File: src/rtl/video_mode_ctrl_if.sv
// Mode-change request channel: the requester (master) holds cfg_req with the
// wanted mode until the controller (slave) pulses cfg_ack.
interface video_mode_ctrl_if;
   logic       cfg_req;
   logic [1:0] cfg_scanlines;
   logic       cfg_sd_disable;
   logic       cfg_hq2x;
   logic       cfg_ypbpr;
   logic       cfg_ypbpr_full;
   logic       cfg_ack;

   modport master (
      output cfg_req, cfg_scanlines, cfg_sd_disable, cfg_hq2x, cfg_ypbpr, cfg_ypbpr_full,
      input  cfg_ack
   );

   modport slave (
      input  cfg_req, cfg_scanlines, cfg_sd_disable, cfg_hq2x, cfg_ypbpr, cfg_ypbpr_full,
      output cfg_ack
   );
endinterface

File: src/rtl/video_mode_ctrl.sv
// Applies video mode changes on frame boundaries, muting the mixer around
// switches that would otherwise show a corrupted frame.
module video_mode_ctrl #(
   parameter int          MUTE_FRAMES   = 1,
   parameter int          SETTLE_FRAMES = 2,
   parameter logic [23:0] TIMEOUT       = 24'd4_000_000
) (
   input  logic             clk_sys,
   input  logic             reset_n,
   input  logic             VSync,
   video_mode_ctrl_if.slave cfg,
   output logic [1:0]       scanlines,
   output logic             scandoubler_disable,
   output logic             hq2x,
   output logic             ypbpr,
   output logic             ypbpr_full,
   output logic             mute,
   output logic             busy
);

   typedef enum logic [2:0] {IDLE, FAST, PRE_MUTE, APPLY, SETTLE} state_t;

   typedef struct packed {
      logic [1:0] scanlines;
      logic       sd_disable;
      logic       hq2x;
      logic       ypbpr;
      logic       ypbpr_full;
   } mode_t;

   // Fields the mixer can change between frames without a visible glitch.
   localparam mode_t FAST_MASK = mode_t'(6'b11_0001);

   state_t      state_q, state_d;
   mode_t       shadow_q, shadow_d;
   mode_t       mode_q, mode_d;
   logic        mute_q, mute_d;
   logic        busy_q, busy_d;
   logic        cfg_ack_q, cfg_ack_d;
   logic [7:0]  frame_q, frame_d;
   logic [23:0] tmo_q, tmo_d;
   logic [1:0]  rst_sync_q, rst_sync_d;
   logic [2:0]  vs_sync_q, vs_sync_d;

   mode_t       req_mode;
   logic        run;
   logic        vs_rise;
   logic        frame_ev;
   logic [7:0]  frame_inc;

   assign req_mode  = '{scanlines:  cfg.cfg_scanlines,  sd_disable: cfg.cfg_sd_disable,
                        hq2x:       cfg.cfg_hq2x,       ypbpr:      cfg.cfg_ypbpr,
                        ypbpr_full: cfg.cfg_ypbpr_full};
   assign run       = rst_sync_q[1];
   assign vs_rise   = vs_sync_q[1] & ~vs_sync_q[2];
   // A stalled timeout stands in for the VSync edge that never came.
   assign frame_ev  = vs_rise | (tmo_q == TIMEOUT);
   assign frame_inc = (frame_q == 8'hFF) ? frame_q : frame_q + {7'd0, frame_ev};

   always_comb begin
      // NOTE: every _d gets a default first so no path through the case infers a latch.
      state_d    = state_q;
      shadow_d   = shadow_q;
      mode_d     = mode_q;
      cfg_ack_d  = 1'b0;
      frame_d    = frame_q;
      tmo_d      = tmo_q;
      rst_sync_d = {rst_sync_q[0], 1'b1};
      vs_sync_d  = {vs_sync_q[1:0], VSync};

      if (run) begin
         case (state_q)
            IDLE: begin
               // cfg_ack_q blocks a second capture of a request already acknowledged.
               if (cfg.cfg_req && !cfg_ack_q) begin
                  cfg_ack_d = 1'b1;
                  shadow_d  = req_mode;
                  if (req_mode == mode_q)
                     state_d = IDLE;
                  else if (((req_mode ^ mode_q) & ~FAST_MASK) == '0)
                     state_d = FAST;
                  else
                     state_d = PRE_MUTE;
               end
            end
            FAST: begin
               if (frame_ev) begin
                  mode_d  = shadow_q;
                  state_d = IDLE;
               end
            end
            PRE_MUTE: begin
               if (int'({24'd0, frame_inc}) >= MUTE_FRAMES) state_d = APPLY;
               else                                          frame_d = frame_inc;
            end
            APPLY: begin
               mode_d  = shadow_q;
               state_d = SETTLE;
            end
            SETTLE: begin
               if (int'({24'd0, frame_inc}) >= SETTLE_FRAMES) state_d = IDLE;
               else                                            frame_d = frame_inc;
            end
            default: state_d = IDLE;
         endcase

         if (state_d != state_q)                              frame_d = '0;
         if (state_d != state_q || frame_ev)                  tmo_d   = '0;
         else if (state_q inside {FAST, PRE_MUTE, SETTLE})    tmo_d   = tmo_q + 24'd1;
      end

      mute_d = state_d inside {PRE_MUTE, APPLY, SETTLE};
      busy_d = (state_d != IDLE);
   end

   // NOTE: non-blocking only here, so every flop samples the pre-edge value of every other flop.
   always_ff @(posedge clk_sys or negedge reset_n) begin
      if (!reset_n) begin
         state_q    <= IDLE;
         shadow_q   <= '0;
         mode_q     <= '0;
         mute_q     <= 1'b0;
         busy_q     <= 1'b0;
         cfg_ack_q  <= 1'b0;
         frame_q    <= '0;
         tmo_q      <= '0;
         rst_sync_q <= '0;
         vs_sync_q  <= '0;
      end else begin
         state_q    <= state_d;
         shadow_q   <= shadow_d;
         mode_q     <= mode_d;
         mute_q     <= mute_d;
         busy_q     <= busy_d;
         cfg_ack_q  <= cfg_ack_d;
         frame_q    <= frame_d;
         tmo_q      <= tmo_d;
         rst_sync_q <= rst_sync_d;
         vs_sync_q  <= vs_sync_d;
      end
   end

   assign cfg.cfg_ack         = cfg_ack_q;
   assign scanlines           = mode_q.scanlines;
   assign scandoubler_disable = mode_q.sd_disable;
   assign hq2x                = mode_q.hq2x;
   assign ypbpr               = mode_q.ypbpr;
   assign ypbpr_full          = mode_q.ypbpr_full;
   assign mute                = mute_q;
   assign busy                = busy_q;

endmodule

File: src/flat_wrapper.sv
// flat-port wrapper written by rule: the top's interface ports become plain ports
module video_mode_ctrl_flat 
#(
   parameter int          MUTE_FRAMES   = 1,
   parameter int          SETTLE_FRAMES = 2,
   parameter logic [23:0] TIMEOUT       = 24'd4_000_000
)
  (clk_sys, reset_n, VSync, scanlines, scandoubler_disable, hq2x, ypbpr, ypbpr_full, mute, busy, cfg_cfg_req, cfg_cfg_scanlines, cfg_cfg_sd_disable, cfg_cfg_hq2x, cfg_cfg_ypbpr, cfg_cfg_ypbpr_full, cfg_cfg_ack);
  video_mode_ctrl_if cfg_i ();
  input  logic clk_sys;
  input  logic reset_n;
  input  logic VSync;
  output logic [1:0] scanlines;
  output logic scandoubler_disable;
  output logic hq2x;
  output logic ypbpr;
  output logic ypbpr_full;
  output logic mute;
  output logic busy;
  input wire logic [$bits(cfg_i.cfg_req)-1:0] cfg_cfg_req;
  input wire logic [$bits(cfg_i.cfg_scanlines)-1:0] cfg_cfg_scanlines;
  input wire logic [$bits(cfg_i.cfg_sd_disable)-1:0] cfg_cfg_sd_disable;
  input wire logic [$bits(cfg_i.cfg_hq2x)-1:0] cfg_cfg_hq2x;
  input wire logic [$bits(cfg_i.cfg_ypbpr)-1:0] cfg_cfg_ypbpr;
  input wire logic [$bits(cfg_i.cfg_ypbpr_full)-1:0] cfg_cfg_ypbpr_full;
  output wire logic [$bits(cfg_i.cfg_ack)-1:0] cfg_cfg_ack;
  assign cfg_i.cfg_req = cfg_cfg_req;
  assign cfg_i.cfg_scanlines = cfg_cfg_scanlines;
  assign cfg_i.cfg_sd_disable = cfg_cfg_sd_disable;
  assign cfg_i.cfg_hq2x = cfg_cfg_hq2x;
  assign cfg_i.cfg_ypbpr = cfg_cfg_ypbpr;
  assign cfg_i.cfg_ypbpr_full = cfg_cfg_ypbpr_full;
  assign cfg_cfg_ack = cfg_i.cfg_ack;
  video_mode_ctrl #(.MUTE_FRAMES(MUTE_FRAMES), .SETTLE_FRAMES(SETTLE_FRAMES), .TIMEOUT(TIMEOUT)) u_core (.clk_sys(clk_sys), .reset_n(reset_n), .VSync(VSync), .cfg(cfg_i), .scanlines(scanlines), .scandoubler_disable(scandoubler_disable), .hq2x(hq2x), .ypbpr(ypbpr), .ypbpr_full(ypbpr_full), .mute(mute), .busy(busy));
endmodule
File: config.mk
export PLATFORM = sky130hd
export DESIGN_NAME = video_mode_ctrl_flat
export DESIGN_NICKNAME = d
export VERILOG_FILES = /design/src/rtl/video_mode_ctrl_if.sv /design/src/rtl/video_mode_ctrl.sv /design/src/flat_wrapper.sv
export SDC_FILE = /design/constraint.sdc
export NUM_CORES = 1
export LEC_CHECK = 0
export CORE_ASPECT_RATIO = 0.8
export CORE_UTILIZATION = 55
export CTS_BUF_LIST = sky130_fd_sc_hd__clkbuf_4
export DETAILED_ROUTE_END_ITERATION = 10
export GPL_ROUTABILITY_DRIVEN = 1
export PLACE_DENSITY = 0.77
export SLEW_MARGIN = 40
export SYNTH_ARGS = -nofsm -noshare
export SYNTH_HDL_FRONTEND = slang
export SYNTH_SLANG_ARGS = --single-unit
File: constraint.sdc
create_clock -name clk_sys -period 7.6 [get_ports clk_sys]
set_input_delay 1.14 -clock clk_sys [delete_from_list [all_inputs] [get_ports clk_sys]]
set_output_delay 1.14 -clock clk_sys [all_outputs]
set_load 0.02 [all_outputs]
Word level (Yosys, flattened, before mapping) --
Index checks and enable logic that the tools add are counted.
Word-level totals: bits in registers 55, latch bits 0, bits in writable memories 0, bits in read-only memories 0, output and inout port bits 9, word-level logic and storage cells 76, memories kept 0
Operators by class: add/sub/neg operators 2, $mul 0, div/mod/pow operators 0, $lt $le $gt $ge 2, eq/ne operators 14, shift-type cells 0, muxes and demuxes 21, bitwise gates (word level) 4, reduce and logical (&&, ||, !) cells 15
Operator list (number):
- 2-to-1 mux 24 bit | 2
- 2-to-1 mux 8 bit | 4
- adder 24 x 1 -> 24 bit, second input constant | 1
- equality test 24 x 22 -> 1 bit, second input constant | 1
- 2-to-1 mux 3 bit | 7
- one-hot mux 8 bit (2 select lines) | 1
- one-hot mux 3 bit (5 select lines) | 1
- equality test 3 x 2 -> 1 bit, second input constant | 4
- one-hot mux 6 bit (2 select lines) | 1
- nonzero test 3 bit | 4
- adder 8 x 1 -> 8 bit | 1
- equality test 8 bit, second input constant | 1
- greater-or-equal comparator 8 x 1 -> 1 bit, second input constant | 1
- greater-or-equal comparator 8 x 2 -> 1 bit, second input constant | 1
- equality test 3 bit, second input constant | 2
- equality test 6 bit | 1
- zero test 6 bit | 1
- 2-to-1 mux 6 bit | 1
- inequality test 3 bit, second input constant | 2
- AND reduction 3 bit | 2
- AND reduction 4 bit | 1
- nonzero test 2 bit | 2
- bitwise XOR 4 bit | 1
- equality test 3 x 1 -> 1 bit, second input constant | 1
- other kinds (12) | 14

Logic depth before layout (Yosys ltp) --
depth after elaboration 13, mapped depth 14

Least setup slack after synthesis --
OpenSTA, ideal clock, no wires.
path kind reg-to-reg, from register u_core.tmo_q[1], to register u_core.busy_q (netlist: u_core.busy), setup time 131 ps, data arrival time 3020 ps, required time 7469 ps, slack 4449 ps, cell stages (with the launch flop) 13, buffers on the path 0, clock period less this slack 3151 ps, path through dfrtp_1 -> inv_1 -> ha_1 -> nor4b_1 -> nand4_1 -> o21ai_0 -> ha_1 -> ha_1 -> or3_1 -> o31a_2 -> o41ai_4 -> a31oi_2 -> or3_1
Between the ends: cells in the longest elaborated chain, start to end 10, elaborated cells on any way between the ends 13, classes of those cells 1 x add/sub; 2 x order compare; 1 x eq/ne; 7 x mux; 1 x bitwise; 1 x reduce/logical
RTL lines:
- from (decl) | line video_mode_ctrl.sv:41 | logic [23:0] tmo_q, tmo_d;
- from (signal assigned) | line video_mode_ctrl.sv:137 | tmo_q <= tmo_d;
- equality test 24 x 22 -> 1 bit (*) | line video_mode_ctrl.sv:57 | assign frame_ev = vs_rise | (tmo_q == TIMEOUT);
- bitwise OR 1 bit (*) | line video_mode_ctrl.sv:57
- adder 8 x 1 -> 8 bit | line video_mode_ctrl.sv:58 | assign frame_inc = (frame_q == 8'hFF) ? frame_q : frame_q + {7'd0, frame_ev};
- 2-to-1 mux 8 bit | line video_mode_ctrl.sv:58
- greater-or-equal comparator 8 x 2 -> 1 bit / greater-or-equal comparator 8 x 1 -> 1 bit (equally long branches) | line video_mode_ctrl.sv:101, video_mode_ctrl.sv:93
- 2-to-1 mux 3 bit (on tied branches) | line video_mode_ctrl.sv:101, video_mode_ctrl.sv:93
- one-hot mux 3 bit (5 select lines) (*) | line video_mode_ctrl.sv:72 | case (state_q)
- 2-to-1 mux 3 bit (*) (2 in series) | line video_mode_ctrl.sv:71 | if (run) begin
- via u_core.state_d[0] | line video_mode_ctrl.sv:34 | state_t state_q, state_d;
- nonzero test 3 bit (*) | line video_mode_ctrl.sv:113 | busy_d = (state_d != IDLE);
- via u_core.busy_d | line video_mode_ctrl.sv:38 | logic busy_q, busy_d;
- to (signal assigned) | line video_mode_ctrl.sv:134 | busy_q <= busy_d;
- to (decl) | line video_mode_ctrl.sv:38
The timed path passes the listed nets; every way through them passes the cells marked *. The select of a mux whose other input is x is not followed. A chain may end at the register's enable or synchronous reset.

Worst setup path in the final report --
from register u_core.tmo_q[0], to register u_core.tmo_q[5]
Between the ends: cells in the longest elaborated chain, start to end 12, elaborated cells on any way between the ends 18, classes of those cells 2 x add/sub; 2 x order compare; 2 x eq/ne; 8 x mux; 1 x bitwise; 3 x reduce/logical
RTL lines:
- equality test 24 x 22 -> 1 bit | line video_mode_ctrl.sv:57
- bitwise OR 1 bit | line video_mode_ctrl.sv:57
- adder 8 x 1 -> 8 bit | line video_mode_ctrl.sv:58
- 2-to-1 mux 8 bit | line video_mode_ctrl.sv:58
- greater-or-equal comparator 8 x 2 -> 1 bit / greater-or-equal comparator 8 x 1 -> 1 bit (equally long branches) | line video_mode_ctrl.sv:101, video_mode_ctrl.sv:93
- 2-to-1 mux 3 bit (on tied branches) | line video_mode_ctrl.sv:101, video_mode_ctrl.sv:93
- one-hot mux 3 bit (5 select lines) | line video_mode_ctrl.sv:72
- 2-to-1 mux 3 bit | line video_mode_ctrl.sv:71
- inequality test 3 bit | line video_mode_ctrl.sv:108 | if (state_d != state_q || frame_ev) tmo_d = '0;
- logical OR 1 bit | line video_mode_ctrl.sv:108
- nonzero test 2 bit (no source line)
- AND reduction 2 bit (no source line)
Several ways; a longest one is shown, not always the timed one. The select of a mux whose other input is x is not followed.

==> run_results.csv <==
group,metric,value,unit
synth,ys_seq_elements,55,
synth,synth_cells,266,
layout,drive_above_1_share,11.85,%
synth,synth_edf_count,0,
power,power.total,835.3,uW
floorplan,die_h,65.84,um
critical_path,path_max_fanout,4,
clocking,htreeDepth,2,
floorplan,floorplan.initialDensity,59.17,%
synth,synth_top_area_share,49.13,%
routing,routedWlPerCell,15.48,um
global_route,grt_overflow,0,
clocking,hold_buffers,0,
routing,antenna_left,0,
timing,rsz0062_at_grt,"no",
floorplan,core-area,4735,um^2
timing,timing.final.ws_setup,4.011,ns
critical_path,timing.rr.start,"u_core.tmo_q[0]",
layout,syn_to_final_growth,9.558,%
floorplan,die_w,81.79,um
routing,postRouteWirelength,5.370,mm
floorplan,pin_count,19,
routing,vias,2044,
clocking,cts.sinks,55,
clocking,root_buffer,"clkbuf_4",
layout,stdcell_area,3069,um^2
critical_path,arrival,3.91,ns
clocking,cts_resized,0,
synth,synth_area_per_cell,10.53,um^2
clocking,cts_made_buffers,5,
critical_path,rrSetupSlack,4.01,ns
timing,slew_viol_final,0,
global_route,grt_usage,22.69,%
placed_design,place_congestion,0.8653,
synth,ys_seq_area_share,49.13,%
critical_path,crit_type,"flip-flop to flip-flop",
routing,dr.pass1.iters,4,
routing,drt-initial-drc-count,163,
critical_path,r2r_cells,14,
power,ir_worst_vdd,0.0002041,V
synth,syn_nets,280,
critical_path,cp-end-kind,"flip-flop",
timing,clock_skew,0.01092,ns
power,leakage,1.364,nW
critical_path,setup.worst_path.start_class,"flip-flop",
global_route,grt_pass1_vias,1956,
placed_design,post-dp-hpwl,3.919,mm
synth,synth_commonest_cells,"dfrtp_1, nor2_1, xor2_1",
worst_hold_path,hold_path_class,"flip-flop to flip-flop",
global_route,grt_first_pass_wirelength,9.094,mm
timing,fmax,0.2787,GHz
status,status,"finished clean",
synth,netlist_area,2801,um^2
critical_path,startpoint,"u_core.tmo_q[0]",
synth,ys_types,53,
layout,fill_cells,391,
power,powerDensity,272.1,nW/um^2
synth,synth_warnings,0,
synth,yosys.cell_count.top_type,"dfrtp_1",
floorplan,die-area,5385,um^2
timing,fin_tns_setup,0,ns
placed_design,port_buffers,18,
global_route,grt_max_degree,56,
flow_run,maxCapViolCount,0,
synth,yosys.area.top_type,"dfrtp_1",
synth,synth_flop_cell,"dfrtp_1",
timing,fin_crit_sh,47.22,%
synth,ys_top_cells_by_area,"dfrtp_1, xor2_1, mux2_2, nor2_1, nand3_1",
timing,worst_slew_pin_slew,0.6693,ns
timing,fin_crit,3.589,ns
clocking,clock_path_buffers,2,
clocking,cts_tree,"yes",
clocking,clock_latency,0.38,ns
timing,setup_viol,0,
critical_path,cp-endpoint,"u_core.tmo_q[5]",
placed_design,dpl_worst_slack,4.094,ns
critical_path,required,7.92,ns
routing,remaining_drc_errors,0,
routing,viasPerCell,5.890,
clocking,clk_pin_slew_worst_paths,0.15,ns
global_route,antenna_found_initial,0,
clocking,post-cts-setup-buffers,0,
floorplan,core.rowCount,22,
timing,worst_slew_margin_rel,55.38,%
critical_path,r2r-end,"u_core.tmo_q[5]",
timing,hold_violations,0,
placed_design,dpl_cell_area,3015,um^2
synth,synthArstFlopShare,100.0,%
layout,nets,301,
layout,n_antenna_cell,0,
## stage by stage
stage	hold WS, ns	util, %	std cells
floorplan	0.3312	-	266
global placement	0.3329	63.69	340
detailed placement	0.3347	63.69	340
CTS	0.3694	64.83	347
global route	0.3779	64.83	347
finish	0.3671	64.83	347
## worst min-delay path by stage
stage	cells after the start	start	slack [ns]	to
3_5_place_dp	0	u_core.vs_sync_q[0]	0.33	u_core.vs_sync_q[1]
4_1_cts	0	u_core.vs_sync_q[0]	0.37	u_core.vs_sync_q[1]
3_3_place_gp	0	u_core.vs_sync_q[0]	0.33	u_core.vs_sync_q[1]
2_1_floorplan	0	u_core.rst_sync_q[0]	0.33	u_core.rst_sync_q[1]
6_report	0	u_core.rst_sync_q[0]	0.37	u_core.rst_sync_q[1]
5_1_grt	0	u_core.vs_sync_q[0]	0.38	u_core.vs_sync_q[1]
## where the power goes
part	leakage [nW]	total (mW)	switching (mW)	internal [mW]
clock network	0.0277	0.126	0.0907	0.0357
registers	0.723	0.396	0.0512	0.345
logic	0.613	0.313	0.168	0.144
total	1.36	0.835	0.310	0.525
## kinds of logic after synthesis
logic type                 share of synthesized area (%)
AOI/OAI and AO/OA                                  10.72
other                                             0.1339
muxes                                              5.538
adders and majority gates                          1.787
xor gates and xnor gates                           8.441
and+or+nand+nor                                    21.35
buffers and inverters                              2.903
DFF                                                49.13
## worst max-delay path, cell delays in order, from the launching register on
cell	delay, ns
dfrtp_1	0.44
inv_1	0.12
ha_1	0.16
nor4b_1	0.22
nand4_1	0.14
o21ai_0	0.35
ha_1	0.28
ha_1	0.22
nand3_1	0.12
or3_1	0.32
o31a_2	0.15
o41ai_4	0.41
nand3_1	0.23
o21ai_0	0.23
a21o_1	0.14
## placed cells by master (no fill, tap or decap), types with 2 or more instances in the layout
cell             instances
xor2_1                  22
and2_2                   2
ha_1                     4
and3_1                   4
xnor2_1                  5
nand4_1                  8
nand2_1                 13
nor4b_1                  2
inv_1                    8
nor2_1                  33
a31oi_1                  3
clkbuf_4                 5
a211oi_1                 2
mux2_2                  12
and2_1                   7
or3_1                    4
a41o_1                   2
a21o_1                   2
mux2i_1                  2
dfrtp_1                 55
nand3_1                 18
nor2b_1                  2
and4_2                   2
buf_4                    2
a21oi_1                  7
clkdlybuf4s50_1         17
nor3_1                   6
o21ai_0                  8
and4_1                   3
## flip-flops by register name, summed over array words and instances (netlist names)
register,cells
u_core.scanlines,2
u_core.cfg.cfg_ack,1
u_core.ypbpr_full,1
u_core.tmo_q,24
u_core.ypbpr,1
u_core.frame_q,8
u_core.busy,1
u_core.shadow_q,6
u_core.vs_sync_q,3
u_core.state_q,3
u_core.rst_sync_q,2
u_core.hq2x,1
u_core.mute,1
u_core.scandoubler_disable,1
## area by class of cell
class	count	area [um^2]	area share, %
sequential	55	1376	44.84
multi-input combinational	197	1344	43.78
timing repair buffer	20	190.2	6.196
tap	60	75.07	2.446
clock buffer	5	37.54	1.223
inverter	8	30.03	0.9784
clock inverter	2	16.27	0.5300
## routing by layer
layer / vias up / global-route usage [%] / share of wire (%)
met5: - / 0 / 0
met4: 0 / 7.895 / 0.91
met3: 6 / 4.690 / 4.7
met2: 43 / 32.02 / 45
met1: 1007 / 34.30 / 49
li1: 988 / - / -
Power figures use the tool's default switching activity.
